[config.mk]
export PLATFORM = sky130hd
export DESIGN_NAME = ql_kbd_ipc
export DESIGN_NICKNAME = d
export VERILOG_FILES = /design/src/rtl/ql_kbd_ipc.sv
export SDC_FILE = /design/constraint.sdc
export NUM_CORES = 1
export LEC_CHECK = 0
export BUFFER_PORTS_ARGS = -buffer_cell sky130_fd_sc_hd__clkbuf_2
export CAP_MARGIN = 20
export CORE_MARGIN = 2
export CORE_UTILIZATION = 25
export CTS_BUF_LIST = sky130_fd_sc_hd__clkbuf_16
export CTS_CLUSTER_SIZE = 40
export DETAILED_ROUTE_END_ITERATION = 6
export HOLD_SLACK_MARGIN = 0.1
export PLACE_DENSITY_LB_ADDON = 0.2
export SYNTH_ARGS = -nofsm -noshare
export SYNTH_HDL_FRONTEND = slang
export SYNTH_SLANG_ARGS = --single-unit
[constraint.sdc]
create_clock -name clk -period 2.5 [get_ports clk]
set_input_delay 0.375 -clock clk [delete_from_list [all_inputs] [get_ports clk]]
set_output_delay 0.375 -clock clk [all_outputs]
set_load 0.03 [all_outputs]
[src/rtl/ql_kbd_ipc.sv]
// Keyboard-side IPC controller: drains the PS/2 keycode FIFO into a local ring buffer and answers
// IPC keyboard commands with framed replies. Autorepeat timer built only with QL_KBD_AUTOREPEAT_EN.
module ql_kbd_ipc #(
   parameter int unsigned DEPTH        = 8,
   parameter int unsigned MAX_KEYS     = 7,
   parameter int unsigned REPEAT_DELAY = 500
) (
   input  logic       clk,
   input  logic       nreset,
   input  logic       tick,
   input  logic       kbd_available,
   input  logic [8:0] kbd_code,
   input  logic       kbd_pressed,
   output logic       kbd_strobe,
   input  logic       cmd_valid,
   output logic       cmd_ready,
   input  logic [3:0] cmd,
   output logic       rsp_valid,
   input  logic       rsp_ready,
   output logic [7:0] rsp_data,
   output logic       rsp_last
);

   localparam int unsigned AW = (DEPTH > 1) ? $clog2(DEPTH) : 1;
   localparam int unsigned CW = $clog2(DEPTH + 1);

   typedef enum logic [1:0] {FIdle, FStb, FGap1, FGap2} fill_e;
   typedef enum logic [2:0] {RIdle, RHdr, RMod, RKey, ROne} rsp_e;

   fill_e           fill_q, fill_d;
   rsp_e            rsp_q, rsp_d;
   logic [8:0]      mem_q [DEPTH];
   logic [8:0]      mem_d [DEPTH];
   logic [AW-1:0]   wptr_q, wptr_d, rptr_q, rptr_d;
   logic [CW-1:0]   occ_q, occ_d;
   logic [2:0]      rem_q, rem_d;
   logic [7:0]      one_q, one_d;
   logic            held_lat_q, held_lat_d;
   logic            rdy_q;
   logic            wr_en, pop, held, cmd_fire, rsp_fire;
   logic [2:0]      n_new;
   logic [8:0]      head;

`ifdef QL_KBD_AUTOREPEAT_EN
   logic [15:0] cnt_q, cnt_d;

   always_comb begin
      cnt_d = cnt_q;
      if (!kbd_pressed || wr_en) begin
         cnt_d = '0;
      end else if (tick && (cnt_q != 16'hFFFF)) begin
         cnt_d = cnt_q + 16'd1;
      end
   end

   always_ff @(posedge clk) begin
      if (!nreset) begin
         cnt_q <= '0;
      end else begin
         cnt_q <= cnt_d;
      end
   end

   assign held = (32'(cnt_q) >= REPEAT_DELAY);
`else
   logic unused_autorepeat;
   assign unused_autorepeat = tick ^ kbd_pressed;
   assign held = 1'b0;
`endif

   assign head     = mem_q[rptr_q];
   assign wr_en    = (fill_q == FIdle) && kbd_available && (occ_q != CW'(DEPTH));
   assign cmd_ready = rdy_q && (rsp_q == RIdle);
   assign cmd_fire = cmd_valid && cmd_ready;
   assign rsp_valid = (rsp_q != RIdle);
   assign rsp_fire = rsp_valid && rsp_ready;
   assign pop      = (rsp_q == RKey) && rsp_fire;
   assign kbd_strobe = (fill_q == FStb);
   assign n_new    = (32'(occ_q) > MAX_KEYS) ? 3'(MAX_KEYS) : 3'(occ_q);

   // Fill side: one capture per four cycles so the upstream FIFO pointer can settle.
   always_comb begin
      fill_d = fill_q;
      unique case (fill_q)
         FIdle: if (wr_en) fill_d = FStb;
         FStb:  fill_d = FGap1;
         FGap1: fill_d = FGap2;
         FGap2: fill_d = FIdle;
         default: fill_d = FIdle;
      endcase
   end

   always_comb begin
      mem_d  = mem_q;
      wptr_d = wptr_q;
      rptr_d = rptr_q;
      occ_d  = occ_q;
      if (wr_en) begin
         mem_d[wptr_q] = kbd_code;
         wptr_d        = wptr_q + AW'(1);
      end
      if (pop) begin
         rptr_d = rptr_q + AW'(1);
      end
      if (wr_en && !pop) begin
         occ_d = occ_q + CW'(1);
      end else if (pop && !wr_en) begin
         occ_d = occ_q - CW'(1);
      end
   end

   always_comb begin
      rsp_d      = rsp_q;
      rem_d      = rem_q;
      one_d      = one_q;
      held_lat_d = held_lat_q;
      unique case (rsp_q)
         RIdle: begin
            if (cmd_fire) begin
               // Held is latched so the header byte stays stable while the consumer stalls.
               held_lat_d = held;
               if (cmd == 4'h8) begin
                  rem_d = n_new;
                  rsp_d = RHdr;
               end else if (cmd == 4'h1) begin
                  one_d = {6'b0, held, (occ_q != '0)};
                  rsp_d = ROne;
               end else begin
                  one_d = 8'h00;
                  rsp_d = ROne;
               end
            end
         end
         RHdr: if (rsp_ready) rsp_d = (rem_q == 3'd0) ? RIdle : RMod;
         RMod: if (rsp_ready) rsp_d = RKey;
         RKey: begin
            if (rsp_ready) begin
               rem_d = rem_q - 3'd1;
               rsp_d = (rem_q == 3'd1) ? RIdle : RMod;
            end
         end
         ROne: if (rsp_ready) rsp_d = RIdle;
         default: rsp_d = RIdle;
      endcase
   end

   always_comb begin
      rsp_data = 8'h00;
      rsp_last = 1'b0;
      unique case (rsp_q)
         RIdle: ;
         RHdr: begin
            rsp_data = {4'b0, held_lat_q, rem_q};
            rsp_last = (rem_q == 3'd0);
         end
         RMod: rsp_data = {5'b0, head[8:6]};
         RKey: begin
            rsp_data = {2'b0, head[5:0]};
            rsp_last = (rem_q == 3'd1);
         end
         ROne: begin
            rsp_data = one_q;
            rsp_last = 1'b1;
         end
         default: ;
      endcase
   end

   always_ff @(posedge clk) begin
      mem_q <= mem_d;
   end

   always_ff @(posedge clk) begin
      if (!nreset) begin
         fill_q     <= FIdle;
         rsp_q      <= RIdle;
         wptr_q     <= '0;
         rptr_q     <= '0;
         occ_q      <= '0;
         rem_q      <= '0;
         one_q      <= '0;
         held_lat_q <= 1'b0;
         rdy_q      <= 1'b0;
      end else begin
         fill_q     <= fill_d;
         rsp_q      <= rsp_d;
         wptr_q     <= wptr_d;
         rptr_q     <= rptr_d;
         occ_q      <= occ_d;
         rem_q      <= rem_d;
         one_q      <= one_d;
         held_lat_q <= held_lat_d;
         rdy_q      <= 1'b1;
      end
   end

endmodule

==> results.md <==
- P_int: 2870 µW
- Full die area: 17400 µm²
- Clock Skew: 0.00507 ns
- P per Cell Area: 789 nW/µm²
- Worst skew pair latency: 0.34 ns
- Crit path required time: 2.12 ns
- Vias in the first global route: 2423
- Crit path max fanout: 7
- Net Sw Power: 1020 µW
- Maximum clock frequency: 0.402 GHz
- Post-layout minimum cycle time: 2.49 ns
- Start point of the worst hold path: kbd_code[7]
- Comb pwr share: 0.179
- Area Growth Syn to Fin: 20.8%
- Initial antenna violation count: 0
- Initial core utilization: 0.256
- Leading cell type in the layout, fill and taps excluded: edfxtp_1
- DR vias: 2340
- Reg power frac: 0.480
- Setup crit end kind: output pin
- Tightest Hold Check Type: input pin to flip-flop
- Synth Cell Area: 4080 µm²
- Clock power frac: 0.341
- WP data arrival: 2.11 ns
- Synth cell types: 44
- EDFF count, synth: 72
- Asr flop ratio synth: 0
- Top cell type by total area after synthesis: edfxtp_1
- Startpoint Class: flip-flop
- Std cell rows: 46
- H-Tree Depth: 3
- RSZ-0062 raised after global routing: true
- WL/cell: 15.8 µm
- Synth top area cells: edfxtp_1 53%, dfxtp_1 9.8%, mux4_2 7.7%
- Synth Register Bits: 92
- VDD IR max: 0.557 mV
- Final Net Count: 350
- DRT iter0 DRCs: 132
- DR pass1 iterations: 4
- Routed vias/inst: 4.35
- Switching share of total power: 0.262
- IO Count: 32
- Share of layout cells above drive strength 1: 0.280
- Clock Path Buffers: 2
- WL final: 8490 µm
- Congestion Overflow GR: 0
- Final Core Density: 0.310
- Total GRT Usage: 0.104
- Die Span X: 132 µm
- Outcome: finished, final reports clean
- Clock Sinks: 92
- Seq/Total Area, Yosys: 0.627
- TritonCTS buffer count: 9
- Hold depth: 1
- Final setup fails: 0
- Ant. Diodes: 0
- Antenna viol nets, final: 0
- Post-Synthesis Cells: 271
- Reg-to-reg setup timing slack: 0.21 ns
- Hold Fails Final Rpt: 0
- Worst-path clk slew: 0.06 ns
- Commonest non-fill, non-tap cells in the layout: 72 x edfxtp_1, 26 x clkbuf_2, 21 x buf_4
- CP Class: flip-flop to output pin
- RR Endpoint: occ_q[3]
- HPWL after DPL: 5620 µm
- Period utilisation layout: 0.995
- Syn avg cell area: 15.1 µm²
- TNS Setup: 0 ns
- Worst Hold Endpoint: mem_q[25]
- Synth warnings: 0
- Core Box Area: 15900 µm²
- Root buf cell: clkbuf_16
- # DRC: 0
- Largest net degree at the start of global routing: 23
- Ys flop type: edfxtp_1
- RD Place Congestion: 0.717
- Max-cap violation count: 0
- Crit Reg-Reg Startpoint: fill_q[0]
- Final Max Tran Viols: 0
- Register-to-Register Path Depth: 11
- TritonCTS clock tree: built
- I/O Buffers: 27
- Top cell type's share of synthesized area: 0.529
- Leakage: 0.00172 µW
- Die H: 132 µm
- First-pass GRT wire length: 13600 µm
-- metrics by stage --
step	power, µW	hold slack [ns]	worst slack, ns	area (µm²)	cells
after floorplan	2370	0.403	0.279	4090	272
after global placement	2580	0.457	0.180	4580	520
after detailed placement	2580	0.459	0.185	4580	520
after CTS	3940	0.301	-0.0405	4920	538
after global routing	4140	0.320	-0.0924	4930	538
final	3890	0.314	0.0120	4930	538
-- metal layers --
metal  wire length (µm)  share of wire  GRT usage  vias to the layer above
met5                  0              0          0                        -
met4                 44         0.0052     0.0254                        0
met3                380          0.045     0.0365                        4
met2               4020           0.47      0.168                       37
met1               4040           0.48      0.134                     1179
li1                   -              -          -                     1120
-- sequential cells by signal, summed over array words and instances (netlist names) --
| signal | cells |
|---|---|
| rsp_q | 3 |
| occ_q | 4 |
| rdy_q | 1 |
| one_q | 1 |
| rptr_q | 3 |
| fill_q | 2 |
| rem_q | 3 |
| wptr_q | 3 |
| mem_q | 72 |
-- power groups by stage --
stage                     Clock [µW]  Sequential, µW  Combinational (µW)
final                           1330            1870                 697
after floorplan                    0            1880                 488
after CTS                       1380            1860                 697
after global routing            1450            1880                 801
after global placement             0            1890                 684
after detailed placement           0            1900                 687
-- cells in the mapped netlist (2+ instances only) --
cell type,count
o32ai_1,2
o22ai_1,2
clkbuf_1,7
nor3_1,4
mux4_2,14
edfxtp_1,72
nor2_1,21
nor3b_1,5
nand2_1,12
buf_2,5
nor4b_1,2
nor2b_1,6
mux4_1,4
inv_1,10
nor4b_2,2
nand2b_1,3
and2_1,6
a21boi_0,2
o221a_2,2
mux2i_1,17
xnor2_1,4
ha_1,12
buf_4,2
o21ai_0,7
nand3_1,4
a21oi_1,5
dfxtp_1,20
or3_1,3
-- cells by family (layout without fill, tap and decap cells) --
group | count (synthesis) | count (layout) | synth area share
flip-flops | 92 | 92 | 0.627
AND/OR/NAND/NOR | 72 | 72 | 0.0971
multiplexers | 35 | 35 | 0.145
AO/OA/AOI/OAI | 28 | 28 | 0.0493
buffers and inverters | 25 | 75 | 0.0282
adder cells (fa/ha/maj) | 13 | 13 | 0.0417
XOR/XNOR | 5 | 5 | 0.0107
other | 1 | 2 | 0.000918
-- layout make-up --
class	count	area [µm²]
Fill cell	1627	11000
Sequential cell	92	2560
Multi-Input combinational cell	155	1450
Timing Repair Buffer	49	323
Tap cell	216	270
Clock buffer	9	225
Clock inverter	7	68.8
Inverter	10	37.5
-- worst max path at each step --
| stage | startpoint | end | cells after the start |
|---|---|---|---|
| after floorplan | occ_q[0] | occ_q[3] | 9 |
| after global placement | rptr_q[0] | rsp_data[0] | 6 |
| after detailed placement | fill_q[0] | occ_q[3] | 11 |
| after CTS | rptr_q[0] | rsp_data[0] | 6 |
| after global routing | rptr_q[0] | rsp_data[0] | 6 |
| final | rptr_q[0] | rsp_data[0] | 6 |
-- worst max-delay path, stage by stage (launching register included) --
cell and delay (ns):
dfxtp_2 0.35, buf_12 0.13, mux4_2 0.52, mux2i_4 0.18
nor2_1 0.06, or3_4 0.38, buf_8 0.15
-- repair_timing --
action / in CTS / in global routing
setup endpoints to repair: 3 / 4
endpoints found under the hold margin: 0 / 0
hold buffers: 0 / 0
setup buffers: 2 / 0
gates resized for setup: 7 / 5
Note: power is estimated with default switching activity, not from simulation.
